$ cat src/rtl/mash_if.sv
// Control/data bundle between a fractional-word source and the MASH modulator.
interface mash_if #(
  parameter int BITS  = 8,
  parameter int ORDER = 3
) ();
  logic                    en;
  logic                    f_load;
  logic [BITS-1:0]         f;
  logic signed [ORDER:0]   dn;
  logic                    dn_valid;

  modport master (output en, f_load, f, input dn, dn_valid);
  modport slave  (input en, f_load, f, output dn, dn_valid);
endinterface

$ cat src/rtl/mash_nth_order.sv
// MASH 1-1-..-1 sigma-delta modulator of selectable order for the fractional-N divider.
// dn is the signed per-cycle divider offset; its long-run mean is f/2^BITS.
module mash_nth_order #(
  parameter int BITS  = 8,
  parameter int ORDER = 3
) (
  input logic   clk,
  input logic   rst,
  mash_if.slave bus
);
  localparam int OW = ORDER + 1;

  function automatic logic signed [OW-1:0] carry_ext(input logic cb);
    return $signed({{ORDER{1'b0}}, cb});
  endfunction

  logic [BITS-1:0]       f_q;
  logic [BITS-1:0]       acc   [ORDER];
  logic [BITS-1:0]       in_w  [ORDER];
  logic [BITS:0]         sum   [ORDER];
  logic [ORDER-1:0]      c;
  logic                  c_al  [ORDER];
  logic signed [OW-1:0]  y     [ORDER];
  logic signed [OW-1:0]  y_dly [ORDER];
  logic [ORDER:0]        vld_sr;

  always_ff @(posedge clk or posedge rst) begin
    if (rst) begin
      f_q <= '0;
    end else if (bus.en && bus.f_load) begin
      f_q <= bus.f;
    end
  end

  // Accumulator cascade: each stage integrates the previous stage's registered residue
  always_comb begin
    in_w[0] = f_q;
    for (int k = 1; k < ORDER; k++) begin
      in_w[k] = acc[k-1];
    end
    for (int k = 0; k < ORDER; k++) begin
      sum[k] = {1'b0, acc[k]} + {1'b0, in_w[k]};
    end
  end

  always_ff @(posedge clk or posedge rst) begin
    if (rst) begin
      for (int k = 0; k < ORDER; k++) begin
        acc[k] <= '0;
      end
      c <= '0;
    end else if (bus.en) begin
      for (int k = 0; k < ORDER; k++) begin
        acc[k] <= sum[k][BITS-1:0];
        c[k]   <= sum[k][BITS];
      end
    end
  end

  // Carry alignment: stage k lags stage 0 by k cycles, so c_k waits ORDER-1-k cycles
  for (genvar k = 0; k < ORDER; k++) begin : g_align
    localparam int D = ORDER - 1 - k;
    if (D == 0) begin : g_direct
      assign c_al[k] = c[k];
    end else begin : g_delay
      logic [D-1:0] c_dly_p1;
      always_ff @(posedge clk or posedge rst) begin
        if (rst) begin
          c_dly_p1 <= '0;
        end else if (bus.en) begin
          c_dly_p1 <= (c_dly_p1 << 1) | D'(c[k]);
        end
      end
      assign c_al[k] = c_dly_p1[D-1];
    end
  end

  // Recombination, innermost level first: y_k = c_k + (1 - z^-1) y_{k+1}
  always_comb begin
    y[ORDER-1] = carry_ext(c_al[ORDER-1]);
    for (int k = ORDER - 2; k >= 0; k--) begin
      y[k] = carry_ext(c_al[k]) + y[k+1] - y_dly[k+1];
    end
  end

  // Per-level registers; level 0 is the registered dn output itself
  always_ff @(posedge clk or posedge rst) begin
    if (rst) begin
      for (int k = 0; k < ORDER; k++) begin
        y_dly[k] <= '0;
      end
      vld_sr <= '0;
    end else if (bus.en) begin
      for (int k = 0; k < ORDER; k++) begin
        y_dly[k] <= y[k];
      end
      vld_sr <= {vld_sr[ORDER-1:0], 1'b1};
    end
  end

  assign bus.dn       = y_dly[0];
  assign bus.dn_valid = vld_sr[ORDER];
endmodule

$ cat src/flat_wrapper.sv
// flat-port wrapper written by rule: the top's interface ports become plain ports
module mash_nth_order_flat 
#(
  parameter int BITS  = 8,
  parameter int ORDER = 3
)
  (clk, rst, bus_en, bus_f_load, bus_f, bus_dn, bus_dn_valid);
  mash_if #(.BITS(BITS), .ORDER(ORDER)) bus_i ();
  input logic clk;
  input logic rst;
  input wire logic [$bits(bus_i.en)-1:0] bus_en;
  input wire logic [$bits(bus_i.f_load)-1:0] bus_f_load;
  input wire logic [$bits(bus_i.f)-1:0] bus_f;
  output wire logic [$bits(bus_i.dn)-1:0] bus_dn;
  output wire logic [$bits(bus_i.dn_valid)-1:0] bus_dn_valid;
  assign bus_i.en = bus_en;
  assign bus_i.f_load = bus_f_load;
  assign bus_i.f = bus_f;
  assign bus_dn = bus_i.dn;
  assign bus_dn_valid = bus_i.dn_valid;
  mash_nth_order #(.BITS(BITS), .ORDER(ORDER)) u_core (.clk(clk), .rst(rst), .bus(bus_i));
endmodule
$ cat config.mk
export PLATFORM = sky130hd
export DESIGN_NAME = mash_nth_order_flat
export DESIGN_NICKNAME = d
export VERILOG_FILES = /design/src/rtl/mash_if.sv /design/src/rtl/mash_nth_order.sv /design/src/flat_wrapper.sv
export SDC_FILE = /design/constraint.sdc
export NUM_CORES = 1
export LEC_CHECK = 0
export BUFFER_PORTS_ARGS = -buffer_cell sky130_fd_sc_hd__buf_2
export CAP_MARGIN = 0
export CORE_ASPECT_RATIO = 1.5
export CORE_UTILIZATION = 45
export DETAILED_ROUTE_END_ITERATION = 10
export PLACE_DENSITY = 0.73
export SLEW_MARGIN = 20
export SYNTH_ARGS = -nofsm -noshare
export SYNTH_HDL_FRONTEND = slang
export SYNTH_SLANG_ARGS = --single-unit
export TNS_END_PERCENT = 5
$ cat constraint.sdc
create_clock -name clk -period 2.6 [get_ports clk]
set_input_delay 0.78 -clock clk [delete_from_list [all_inputs] [get_ports clk]]
set_output_delay 0.78 -clock clk [all_outputs]
set_load 0.02 [all_outputs]
Word level (Yosys, flattened, before mapping)
Index checks and enable logic that the tools add are counted.
{"block": "totals", "reg_bits": 51, "output_inout_bits": 5, "inputBits": 12, "word_cells": 20}
{"block": "classes", "bitwise_logic": 1, "reduce_logical": 1, "add_sub_neg": 7}
{"operator": "$add 8x8->9", "n": 3}
{"operator": "$add 2x4->4", "n": 1}
{"operator": "$sub 4x2->4", "n": 1}
{"operator": "$sub 4x4->4", "n": 1}
{"operator": "$add 1x1->2", "n": 1}
{"operator": "$or 2x1->2", "n": 1}
{"operator": "$logic_and 1x1->1", "n": 1}

Logic depth before layout (Yosys ltp)
{"block": "logic_depth", "word_depth": 4, "depth_mapped": 11, "depth_no_buf": 11}

Least setup slack after synthesis
Ideal clock, no wire load.
{"block": "synth_timing", "path_kind": "reg-to-reg", "startpoint": "register u_core.c[2]", "endpoint": "register u_core.y_dly, in the netlist u_core.bus.dn[2]", "required_ps": 2475, "arrival_ps": 2265, "slack_ps": 210, "path_stages_with_launch": 11, "n_path_buf": 0, "setup_time_ps": 125, "cell_sequence": "dfrtp_1 > ha_1 > inv_1 > ha_1 > ha_1 > inv_1 > ha_1 > inv_1 > fa_1 > xnor2_1 > mux2_2"}
{"item": "start: declaration", "line_no": "mash_nth_order.sv:21", "rtl": "logic [ORDER-1:0] c;"}
{"item": "start signal: indexed assignment", "line_no": "mash_nth_order.sv:55", "rtl": "c[k] <= sum[k][BITS];"}
{"item": "end signal: indexed assignment", "line_no": "mash_nth_order.sv:95", "rtl": "y_dly[k] <= y[k];"}
{"item": "end: declaration", "line_no": "mash_nth_order.sv:24", "rtl": "logic signed [OW-1:0] y_dly [ORDER];"}

==> qor_table.md <==
| Group | Metric | Reported |
|---|---|---|
| placement | Port buffer count | 16 |
| route | Number of vias after detailed routing | 2248 |
| die | Floorplan die area | 0.00722 mm² |
| route | Routed wire per std cell | 15.1 µm |
| synth | Async set or reset register ratio after synthesis | 100% |
| worst setup path | Kind of capture point of the worst setup path | flip-flop |
| timing | Max Clk Rate | 0.403 GHz |
| synth | Warnings from Yosys | 0 |
| die | Placeable core region | 0.00658 mm² |
| power and ir drop | Peak VDD IR | 0.000650 V |
| global routing | Aggregate global routing overflow | 0 |
| global routing | Fraction of met1 tracks used by global routing | 18.3% |
| clocking | CTS tree | yes |
| power and ir drop | Power per cell area | 1480 mW/mm² |
| synth | Synthesized netlist cell count | 285 |
| global routing | Global Route met2 Usage | 31.4% |
| global routing | Antenna violations before repair | 0 |
| worst setup path | Startpoint type of the worst setup path | flip-flop |
| synth | Synth area leaders | dfrtp_1, ha_1, mux2_2 |
| min path | Tightest Hold Check Type | in -> async |
| clocking | Number of buffers added by the clock tree synthesis step | 5 |
| route | Vias per Instance | 5.96 |
| timing | Setup skew after layout | 9.97 ps |
| global routing | GR Util All Layers | 16.9% |
| timing | Number of max-slew violations in the final report | 0 |
| synth | Sequential-to-total area share from yosys stat | 40.4% |
| global routing | Grt met3 use | 3.21% |
| route | Wire length reported by the detailed router | 5680 µm |
| clocking | Clock Root Buffer | clkbuf_8 |
| die | Die Y-Extent | 104 µm |
| timing | Final hold slack | 448 ps |
| timing | Minimum clock period | 2480 ps |
| global routing | Most utilized layer in the global route result | met2 |
| placement | HPWL after DPL | 4270 µm |
| worst setup path | CP max FO | 3 |
| clocking | Clock Pin Slew Worst Setup and Hold Paths | 100 ps |
| synth | Most frequently used flop master after synthesis | dfrtp_1 |
| cells and area | Fraction of final layout cells with drive strength greater than 1 | 21.3% |
| synth | Cell taking the most area after synthesis | dfrtp_1 |
| run | Count of max-cap constraint violations | 0 |
| cells and area | Number of nets in the layout | 349 |
| worst setup path | Reg2Reg Setup Slack | 120 ps |
| global routing | Wire length of the first global-routing pass | 9950 µm |
| cells and area | Antenna diodes | 0 |
| run status | Status | complete, no violations |
| worst setup path | Data required time of the critical path | 2780 ps |
| timing | Number of endpoints with negative hold slack in the final report | 0 |
| timing | Least setup slack across all paths after layout | 121 ps |
| worst setup path | Data arrival at the endpoint of the critical path | 2660 ps |
| placement | GPL Wtd Cong | 0.814 |
| worst setup path | Type of the worst setup path | reg -> reg |
| clocking | Maximum buffer depth of the clock tree | 2 |
| route | 1st-pass router iterations | 4 |
| synth | Distinct cell type count of the synthesized netlist | 45 |
| timing | Remaining max-slew budget at the tightest pin | 70.9% |
| global routing | Maximum number of pins on one net before global-route repair | 35 |
| die | Starting utilization of the core area | 47.1% |
| die | I/O pin total | 17 |
| die | Horiz. Die Dim | 69.7 µm |
| timing | Pin slew with the least headroom to its limit | 434 ps |
| power and ir drop | Static Leak | 1.48 nW |
| cells and area | Layout-stage area growth over the synthesis result | 8.04% |
| clocking | Clk_lat worst skew | 300 ps |
| synth | Yosys top cell area share | 40.4% |
| route | Total DRC errors in the routed layout | 0 |
| timing | Final setup fails | 0 |
| die | Row count | 36 |
| synth | Count of flip-flops with a built-in enable after synthesis | 0 |
| synth | Syn_area_per_cell | 10.9 µm² |
| worst setup path | Worst r2r path cells | 11 |
| power and ir drop | Total chip power | 4.96 mW |
| route | Number of design-rule violations left by the first detailed-router iteration | 75 |
| synth | Flop and latch count out of synthesis | 50 |
| synth | Syn nets | 334 |
| route | Number of antenna-violating nets in the routed design | 0 |
| global routing | Vias in the first global route | 2283 |
| clocking | Sink Count | 50 |
| timing | Period Utilization, post-route | 95.4% |
| placement | Setup slack after placement | 97.3 ps |
| synth | Post-Synthesis Cell Area | 0.00310 mm² |
| clocking | H-tree lvl count | 2 |
==> kinds of logic (layout without fill, tap and decap cells) <==
family	count (synthesis)	after routing	share of synthesized area, %
AO/OA/AOI/OAI	78	78	17.9
AND/OR/NAND/NOR	60	60	9.94
flip-flops	50	50	40.4
adder cells (fa/ha/maj)	37	37	15.9
multiplexers	28	28	10.2
buffers and inverters	25	41	3.68
XOR/XNOR	7	7	1.98
==> path summary, 6_finish.rpt <==
path	from	to
worst max-delay path	u_core.c[2]	u_core.bus.dn[3]
worst min-delay path	rst	u_core.g_align[0].g_delay.c_dly_p1[0]
worst max register to register	u_core.c[2]	u_core.bus.dn[3]
worst min register to register	u_core.vld_sr[0]	u_core.vld_sr[0]
max in group asynchronous	rst	u_core.acc[14]
min in group clk	u_core.vld_sr[0]	u_core.vld_sr[0]
==> layout make-up <==
type	instances	area (µm²)
Fill cell	592	3230
Multi-Input combinational cell	210	1740
Sequential cell	50	1250
Timing Repair Buffer	22	125
Tap cell	76	95.1
Clock buffer	6	82.6
Inverter	11	41.3
Clock inverter	2	12.5
==> power by group <==
group / leakage, nW / switching [mW] / internal, mW / total [mW]
Sequential: 0.574 / 0.255 / 1.12 / 1.38
Clock: 0.0472 / 0.262 / 0.214 / 0.476
Combinational: 0.860 / 1.60 / 1.51 / 3.11
Total: 1.48 / 2.12 / 2.84 / 4.96
==> stage by stage <==
stage / setup TNS [ps] / instances / util, % / instance area [µm²]
after detailed placement: 0 / 368 / 49.2 / 3240
final: 0 / 377 / 50.9 / 3340
after floorplan: 0 / 285 / - / 3100
after global placement: 0 / 368 / 49.2 / 3240
after CTS: 0 / 376 / 50.6 / 3330
after global routing: -1.44 / 377 / 50.9 / 3340
==> worst max-delay path, stage by stage, from the launching register on <==
cell and delay [ps]:
dfrtp_1 410, ha_1 280, inv_1 40, ha_1 170, ha_1 290, inv_1 40, ha_1 280, ha_1 300
a21o_1 200, a21oi_2 150, xnor2_1 120, a21oi_1 90
==> synthesized netlist by cell type, types with 3 or more instances <==
cell and count:
xnor2_1 6, ha_1 33, dfrtp_1 50, nor2_1 19, mux2_2 28, a21oi_1 18, nand4b_1 3, buf_4 4
a31oi_1 3, a21o_1 9, o21ai_0 8, o2bb2ai_1 3, nor2b_1 4, inv_1 10, o211ai_1 3, fa_1 4
buf_2 4, nand4_1 3, a211oi_1 12, o21bai_1 3, nor3_1 7, nand3_1 5, clkbuf_1 4, a211o_1 3
nand2_1 8
==> cells in the final DEF, fill, tap and decap left out, drive strengths merged, types with 4 or more instances in the layout <==
| cell type | n |
|---|---|
| nand3 | 5 |
| buf | 22 |
| nand2 | 8 |
| nor2 | 19 |
| mux2 | 28 |
| fa | 4 |
| dfrtp | 50 |
| nor3 | 7 |
| o21ai | 8 |
| clkbuf | 6 |
| a211oi | 12 |
| nor2b | 4 |
| a21oi | 18 |
| inv | 10 |
| xnor2 | 6 |
| a21o | 9 |
| ha | 33 |
==> flip-flops by register name, summed over array words and instances (netlist names) <==
| signal | count |
|---|---|
| u_core.g_align.g_delay.c_dly_p1 | 3 |
| u_core.f_q | 8 |
| u_core.c | 3 |
| u_core.bus.dn | 4 |
| u_core.y_dly | 4 |
| u_core.acc | 24 |
| u_core.vld_sr | 4 |
==> repair_timing <==
item                                    4_1_cts  5_1_grt
endpoints found under the setup margin        0        2
gates resized for setup                       0        2
hold buffers                                  0        0
setup buffers                                 0        1
==> layer usage <==
layer	part of all wire [%]	vias to the layer above
met2	53	35
met3	2.1	12
met1	42	1110
li1	-	1091
met5	0	-
met4	2.3	0
Note: power is estimated with default switching activity, not from simulation.
